===== config.mk =====
export PLATFORM = sky130hd
export DESIGN_NAME = sort_ctrl
export DESIGN_NICKNAME = d
export VERILOG_FILES = /design/src/rtl/sort_ctrl.sv
export SDC_FILE = /design/constraint.sdc
export NUM_CORES = 1
export LEC_CHECK = 0
export BUFFER_PORTS_ARGS = -buffer_cell sky130_fd_sc_hd__buf_2
export CORE_MARGIN = 4
export CORE_UTILIZATION = 57
export CTS_CLUSTER_DIAMETER = 100
export CTS_CLUSTER_SIZE = 14
export DETAILED_ROUTE_END_ITERATION = 8
export PLACE_DENSITY_LB_ADDON = 0.3
export SLEW_MARGIN = 15
export SYNTH_ARGS = -nofsm -noshare
export SYNTH_HDL_FRONTEND = slang
export SYNTH_SLANG_ARGS = --single-unit

===== constraint.sdc =====
create_clock -name clk -period 2.1 [get_ports clk]
set_input_delay 0.315 -clock clk [delete_from_list [all_inputs] [get_ports clk]]
set_output_delay 0.315 -clock clk [all_outputs]
set_load 0.03 [all_outputs]

===== src/rtl/sort_ctrl.sv =====
// Sequencer for the serial selection-sort datapath: loads DEPTH operands, runs DEPTH
// compare/rotate passes (one maximum committed per pass), drains the ring, then pulses done.
module sort_ctrl #(
    parameter int DEPTH = 9,
    parameter int CW    = 4
) (
    input  logic clk,
    input  logic rst,
    input  logic start_i,
    input  logic valid_i,
    input  logic out_ready_i,
    input  logic eh_maior_i,
    output logic en_sr_o,
    output logic mux_in_o,
    output logic wr_bigger_o,
    output logic wr_last_o,
    output logic wr_counter_o,
    output logic rst_counter_o,
    output logic load_ready_o,
    output logic out_valid_o,
    output logic busy_o,
    output logic done_o
);

    localparam logic [CW-1:0] LAST_IDX = CW'(DEPTH - 1);

    typedef enum logic [2:0] {
        ST_IDLE  = 3'd0,
        ST_LOAD  = 3'd1,
        ST_SEED  = 3'd2,
        ST_COMP  = 3'd3,
        ST_LAST  = 3'd4,
        ST_DRAIN = 3'd5,
        ST_DONE  = 3'd6
    } state_t;

    state_t        state_reg, state_next;
    logic [CW-1:0] step_cnt_reg, step_cnt_next;
    logic [CW-1:0] pass_cnt_reg, pass_cnt_next;

    always_ff @(posedge clk or posedge rst) begin
        if (rst) begin
            state_reg    <= ST_IDLE;
            step_cnt_reg <= '0;
            pass_cnt_reg <= '0;
        end else begin
            state_reg    <= state_next;
            step_cnt_reg <= step_cnt_next;
            pass_cnt_reg <= pass_cnt_next;
        end
    end

    // Every phase exit clears the counter it used, so counters never exceed DEPTH-1.
    always_comb begin
        state_next    = state_reg;
        step_cnt_next = step_cnt_reg;
        pass_cnt_next = pass_cnt_reg;
        case (state_reg)
            ST_IDLE: begin
                if (start_i) begin
                    step_cnt_next = '0;
                    pass_cnt_next = '0;
                    state_next    = ST_LOAD;
                end
            end
            ST_LOAD: begin
                if (valid_i) begin
                    if (step_cnt_reg == LAST_IDX) begin
                        step_cnt_next = '0;
                        state_next    = ST_SEED;
                    end else begin
                        step_cnt_next = step_cnt_reg + CW'(1);
                    end
                end
            end
            ST_SEED: begin
                state_next = ST_COMP;
            end
            ST_COMP: begin
                if (step_cnt_reg == LAST_IDX) begin
                    step_cnt_next = '0;
                    state_next    = ST_LAST;
                end else begin
                    step_cnt_next = step_cnt_reg + CW'(1);
                end
            end
            ST_LAST: begin
                if (pass_cnt_reg == LAST_IDX) begin
                    pass_cnt_next = '0;
                    state_next    = ST_DRAIN;
                end else begin
                    pass_cnt_next = pass_cnt_reg + CW'(1);
                    state_next    = ST_SEED;
                end
            end
            ST_DRAIN: begin
                if (out_ready_i) begin
                    if (step_cnt_reg == LAST_IDX) begin
                        step_cnt_next = '0;
                        state_next    = ST_DONE;
                    end else begin
                        step_cnt_next = step_cnt_reg + CW'(1);
                    end
                end
            end
            ST_DONE: begin
                state_next = ST_IDLE;
            end
            default: begin
                state_next    = ST_IDLE;
                step_cnt_next = '0;
                pass_cnt_next = '0;
            end
        endcase
    end

    always_comb begin
        en_sr_o       = 1'b0;
        mux_in_o      = 1'b0;
        wr_bigger_o   = 1'b0;
        wr_last_o     = 1'b0;
        wr_counter_o  = 1'b0;
        rst_counter_o = 1'b0;
        load_ready_o  = 1'b0;
        out_valid_o   = 1'b0;
        busy_o        = 1'b1;
        done_o        = 1'b0;
        case (state_reg)
            ST_IDLE: begin
                busy_o = 1'b0;
                // Gated by rst so the datapath clear cannot fire while held in reset.
                rst_counter_o = start_i & ~rst;
            end
            ST_LOAD: begin
                load_ready_o = 1'b1;
                en_sr_o      = valid_i;
            end
            ST_SEED: begin
                wr_bigger_o = 1'b1;
            end
            ST_COMP: begin
                en_sr_o     = 1'b1;
                mux_in_o    = 1'b1;
                wr_bigger_o = eh_maior_i;
            end
            ST_LAST: begin
                wr_last_o    = 1'b1;
                wr_counter_o = 1'b1;
            end
            ST_DRAIN: begin
                out_valid_o = 1'b1;
                mux_in_o    = 1'b1;
                en_sr_o     = out_ready_i;
            end
            ST_DONE: begin
                done_o = 1'b1;
            end
            default: begin
                busy_o = 1'b0;
            end
        endcase
    end

endmodule


* Word-level counts from Yosys, hierarchy flattened
Cells that the tools add are included.
** Word-level totals
- Bits of input ports :: 6
- Flip-flop bits (word level) :: 11
- Word-level logic and storage cells :: 55
** Operators by class
- Multiplexer cells :: 24
- Eq/ne operators :: 14
- Add/subtract/negate cells :: 2
- Bitwise gates (word level) :: 4
- Reduce and logical (&&, ||, !) cells :: 8
** Operators by type and width (number)
- 2-to-1 mux 3 bit :: 7
- 2-to-1 mux 4 bit :: 5
- case mux 4 bit (5 select lines) :: 1
- case mux 3 bit (6 select lines) :: 1
- inequality test 2 bit, second input constant :: 6
- case mux 4 bit (3 select lines) :: 1
- equality test 3 bit, second input constant :: 3
- adder 4 x 1 -> 4 bit, second input constant :: 2
- equality test 4 bit, second input constant :: 2
- 2-to-1 mux 1 bit :: 7
- equality test 3 x 2 -> 1 bit, second input constant :: 2
- AND reduction 6 bit :: 1
- OR reduction 6 bit :: 1
- OR reduction 5 bit :: 1
- AND reduction 4 bit :: 1
- equality test 3 x 1 -> 1 bit, second input constant :: 1
- zero test 3 bit :: 1
- inverter 1 bit :: 3
- case mux 1 bit (3 select lines) :: 1
- OR reduction 3 bit :: 1
- case mux 1 bit (2 select lines) :: 1
- AND reduction 2 bit :: 1
- OR reduction 2 bit :: 1
- bitwise AND 1 bit :: 1

* Longest topological paths before layout
- Word-level depth :: 4
- Mapped depth :: 6
- Gate-level depth less buffers :: 6

* Worst setup path before layout
OpenSTA, ideal clock, no wires.
- Path type :: flip-flop to output port
- Start point :: reg state_reg[0]
- End point :: out wr_last_o
- Stages on the path, launching flop included :: 5
- Arrival time :: 1.501 ns
- Path slack :: 0.284 ns
- Cell sequence :: dfrtp_1 > clkbuf_2 > buf_2 > nor2_1 > buf_4
** Between the ends
- Longest elaborated chain between the ends :: 2
** Ends and longest elaborated chain
- start, declared :: line 37 : state_t state_reg, state_next;
- start signal, assigned :: line 47 : state_reg <= state_next;
- equality test 3 bit
- 2-to-1 mux 1 bit
- end, declared :: line 16 : output logic wr_last_o,
Every way passes these cells.

* Final worst setup path
- Start point :: reg state_reg[1]
- End point :: out rst_counter_o
** Between the ends
- Longest elaborated chain between the ends :: 2
** Ends and longest elaborated chain
- zero test 3 bit :: line 128 : case (state_reg)
- 2-to-1 mux 1 bit :: line 128
- end, declared :: line 18 : output logic rst_counter_o,
Every way passes these cells.

==> flow_summary_export.csv <==
group,metric,value,unit
global_route,antenna_found_initial,0,
sta,clock.fmax,0.5135,GHz
global_route,grt_pass1_vias,701,
clock_tree,worstSkewPairLatency,0.28,ns
clock_tree,h-tree-depth,1,
global_route,overflow,0,
floorplan,coreArea,0.001334,mm^2
global_route,grt_usage,21.65,%
placed_design,port_buffers,15,
setup_path,arrival,1.63,ns
sta,hold_viol_final,0,
power,powerDensity,1398,mW/mm^2
setup_path,cp_max_fo,8,
clock_tree,cts_hold_buf,0,
clock_tree,root_buffer,"clkbuf_4",
global_route,grt_start_max_net_pins,17,
floorplan,start_util,61.63,%
setup_path,setup.worst_path.class,"flip-flop to primary output",
sta,tightest_slew,0.4168,ns
floorplan,die_y,45.98,um
clock_tree,clk_pin_slew,0.07,ns
clock_tree,post_cts_buffers,0,
sta,rsz0062_at_grt,"no",
routing,ant_nets,0,
power,ir_drop,742.1,uV
sta,finalCriticalPeriod,1.947,ns
clock_tree,numCtsBuffers,3,
placed_design,finalWeightedCongestion,0.8556,
placed_design,dpl.hpwl,1.333,mm
floorplan,row_count,13,
sta,slew_violations,0,
setup_path,start_kind,"flip-flop",
floorplan,dieArea,0.002114,mm^2
synth,synth_area_per_cell,8.303,um^2
synth,synth_nets,109,
sta,finalSetupTns,0,ns
routing,drt_iter0_markers,22,
sta,finalSetupViolCount,0,
synth,syn_inst,99,
clock_tree,cts_sinks,11,
synth,synth_seq_cells,11,
cells_and_area,antenna_cells,0,
cells_and_area,post-route-util,69.98,%
clock_tree,cts_resized,0,
setup_path,endpoint_kind,"primary output",
synth,syn_area,822.0,um^2
cells_and_area,area_growth,13.55,%
sta,fin_crit_sh,92.74,%
routing,via_per_inst,5.946,
routing,post_drt_wl_per_cell,14.04,um
cells_and_area,fillers,116,
placed_design,post_dp_cell_area,905.9,um^2
global_route,grt_pass1_wl,3.187,mm
run,max_cap_viol_count,0,
floorplan,io_pins,16,
clock_tree,tritoncts,"built",
routing,first_pass_iters,4,
sta,clock_skew,0.001004,ns
run_status,status,"completed",
min_path,min_path_type,"input pin to async pin",
cells_and_area,final_cell_area,933.4,um^2
sta,whs,0.02162,ns
clock_tree,clk_path_buf_depth,2,
setup_path,crit_required,1.78,ns
power,p_leak,0.0004719,uW
synth,synth_cell_types,33,
routing,drc,0,
routing,totalWireLength,1.825,mm
synth,yosysSeqAreaShare,33.49,%
cells_and_area,layout-drive-gt1-share,21.74,%
routing,num_vias,773,
floorplan,die_w,45.98,um
cells_and_area,final_nets,126,
sta,relSlewSlack,72.18,%
synth,yosysWarningCount,0,
-- Yosys cell counts (all sizes together) --
| cell | instances | area (um^2) |
|---|---|---|
| a31oi | 1 | 6.260 |
| clkbuf | 1 | 5.000 |
| nor2 | 11 | 41.29 |
| nor3 | 3 | 15.01 |
| o21ai | 7 | 35.03 |
| or3 | 1 | 6.260 |
| buf | 5 | 27.53 |
| or4b | 1 | 13.76 |
| o221ai | 2 | 35.04 |
| o21a | 1 | 7.510 |
| o2bb2ai | 2 | 17.52 |
| a22o | 1 | 8.760 |
| o22a | 1 | 8.760 |
| nand3 | 5 | 25.02 |
| dfrtp | 11 | 275.3 |
| a2bb2oi | 1 | 8.760 |
| mux2i | 1 | 10.01 |
| nand2 | 6 | 22.52 |
| a21bo | 1 | 10.01 |
| inv | 9 | 33.78 |
| ha | 4 | 50.05 |
| and3b | 1 | 8.760 |
| o31a | 1 | 8.760 |
| nand3b | 1 | 7.510 |
| nand2b | 5 | 31.28 |
| a21oi | 4 | 20.02 |
| nor2b | 3 | 18.77 |
| o32ai | 1 | 8.760 |
| and3 | 4 | 25.02 |
| o31ai | 2 | 15.01 |
| a21o | 2 | 15.01 |
-- layout by cell type (no fill, tap or decap), drive strengths merged, types with 2 or more instances in the layout --
cell type and instances:
ha 4, buf 18, nor2 11, nor3 3, nand2 6, nor2b 3
inv 9, clkbuf 3, a21o 2, nand3 5, a21oi 4, o21ai 7
o31ai 2, o2bb2ai 2, and3 4, nand2b 5, dfrtp 11, o221ai 2
-- where the power goes --
group | switching, uW | internal (uW) | total [uW]
logic | 472 | 299 | 771
clock network | 81.2 | 70.8 | 152
registers | 81.2 | 300 | 381
-- final timing paths --
check	start	endpoint	slack (ns)	depth (start not counted)
max	state_reg[1]$_DFFE_PP0P_	rst_counter_o	0.15	3
min	rst	step_cnt_reg[1]$_DFFE_PP0P_	0.02	2
max reg2reg	step_cnt_reg[0]$_DFFE_PP0P_	state_reg[1]$_DFFE_PP0P_	0.52	6
min reg2reg	pass_cnt_reg[3]$_DFFE_PP0P_	pass_cnt_reg[3]$_DFFE_PP0P_	0.49	1
max in group asynchronous	rst	state_reg[1]$_DFFE_PP0P_	1.79	2
min in group clk	start_i	state_reg[0]$_DFFE_PP0P_	0.31	3
-- critical path, cell delays in order, from the launching register on --
cell	delay (ns)
dfrtp_1	0.46
or4b_4	0.60
nor2_1	0.10
buf_2	0.20
-- cell families after synthesis --
kind of cell / synth area share (%)
simple gates: 26.18
buf+inv: 8.067
mux: 1.218
flops: 33.49
fa+ha+maj: 6.089
compound gates: 24.96
-- cell type report --
class	count	area [um^2]	area share [%]
Inverter	9	33.78	3.619
Multi-Input combinational cell	73	480.5	51.47
Clock buffer	3	22.52	2.413
Sequential cell	11	275.3	29.49
Tap cell	15	18.77	2.011
Clock inverter	1	5.005	0.5362
Timing Repair Buffer	18	97.59	10.46
-- layer usage --
metal  track usage, %  vias up  share of wire, %
met5                0        -                 0
met4            11.93        0               2.6
met3            5.138        5               5.2
li1                 -      377                 -
met1            27.32      368                47
met2            33.52       23                45
-- per-stage QoR --
stage	setup WS [ns]	total power [uW]	cells
final	0.1525	1305	130
after global routing	0.09354	1428	130
after CTS	0.1520	1305	130
after detailed placement	0.4543	1150	126
after global placement	0.4723	1125	126
after floorplan	0.2837	964.2	99
(Power assumes the default switching activity.)
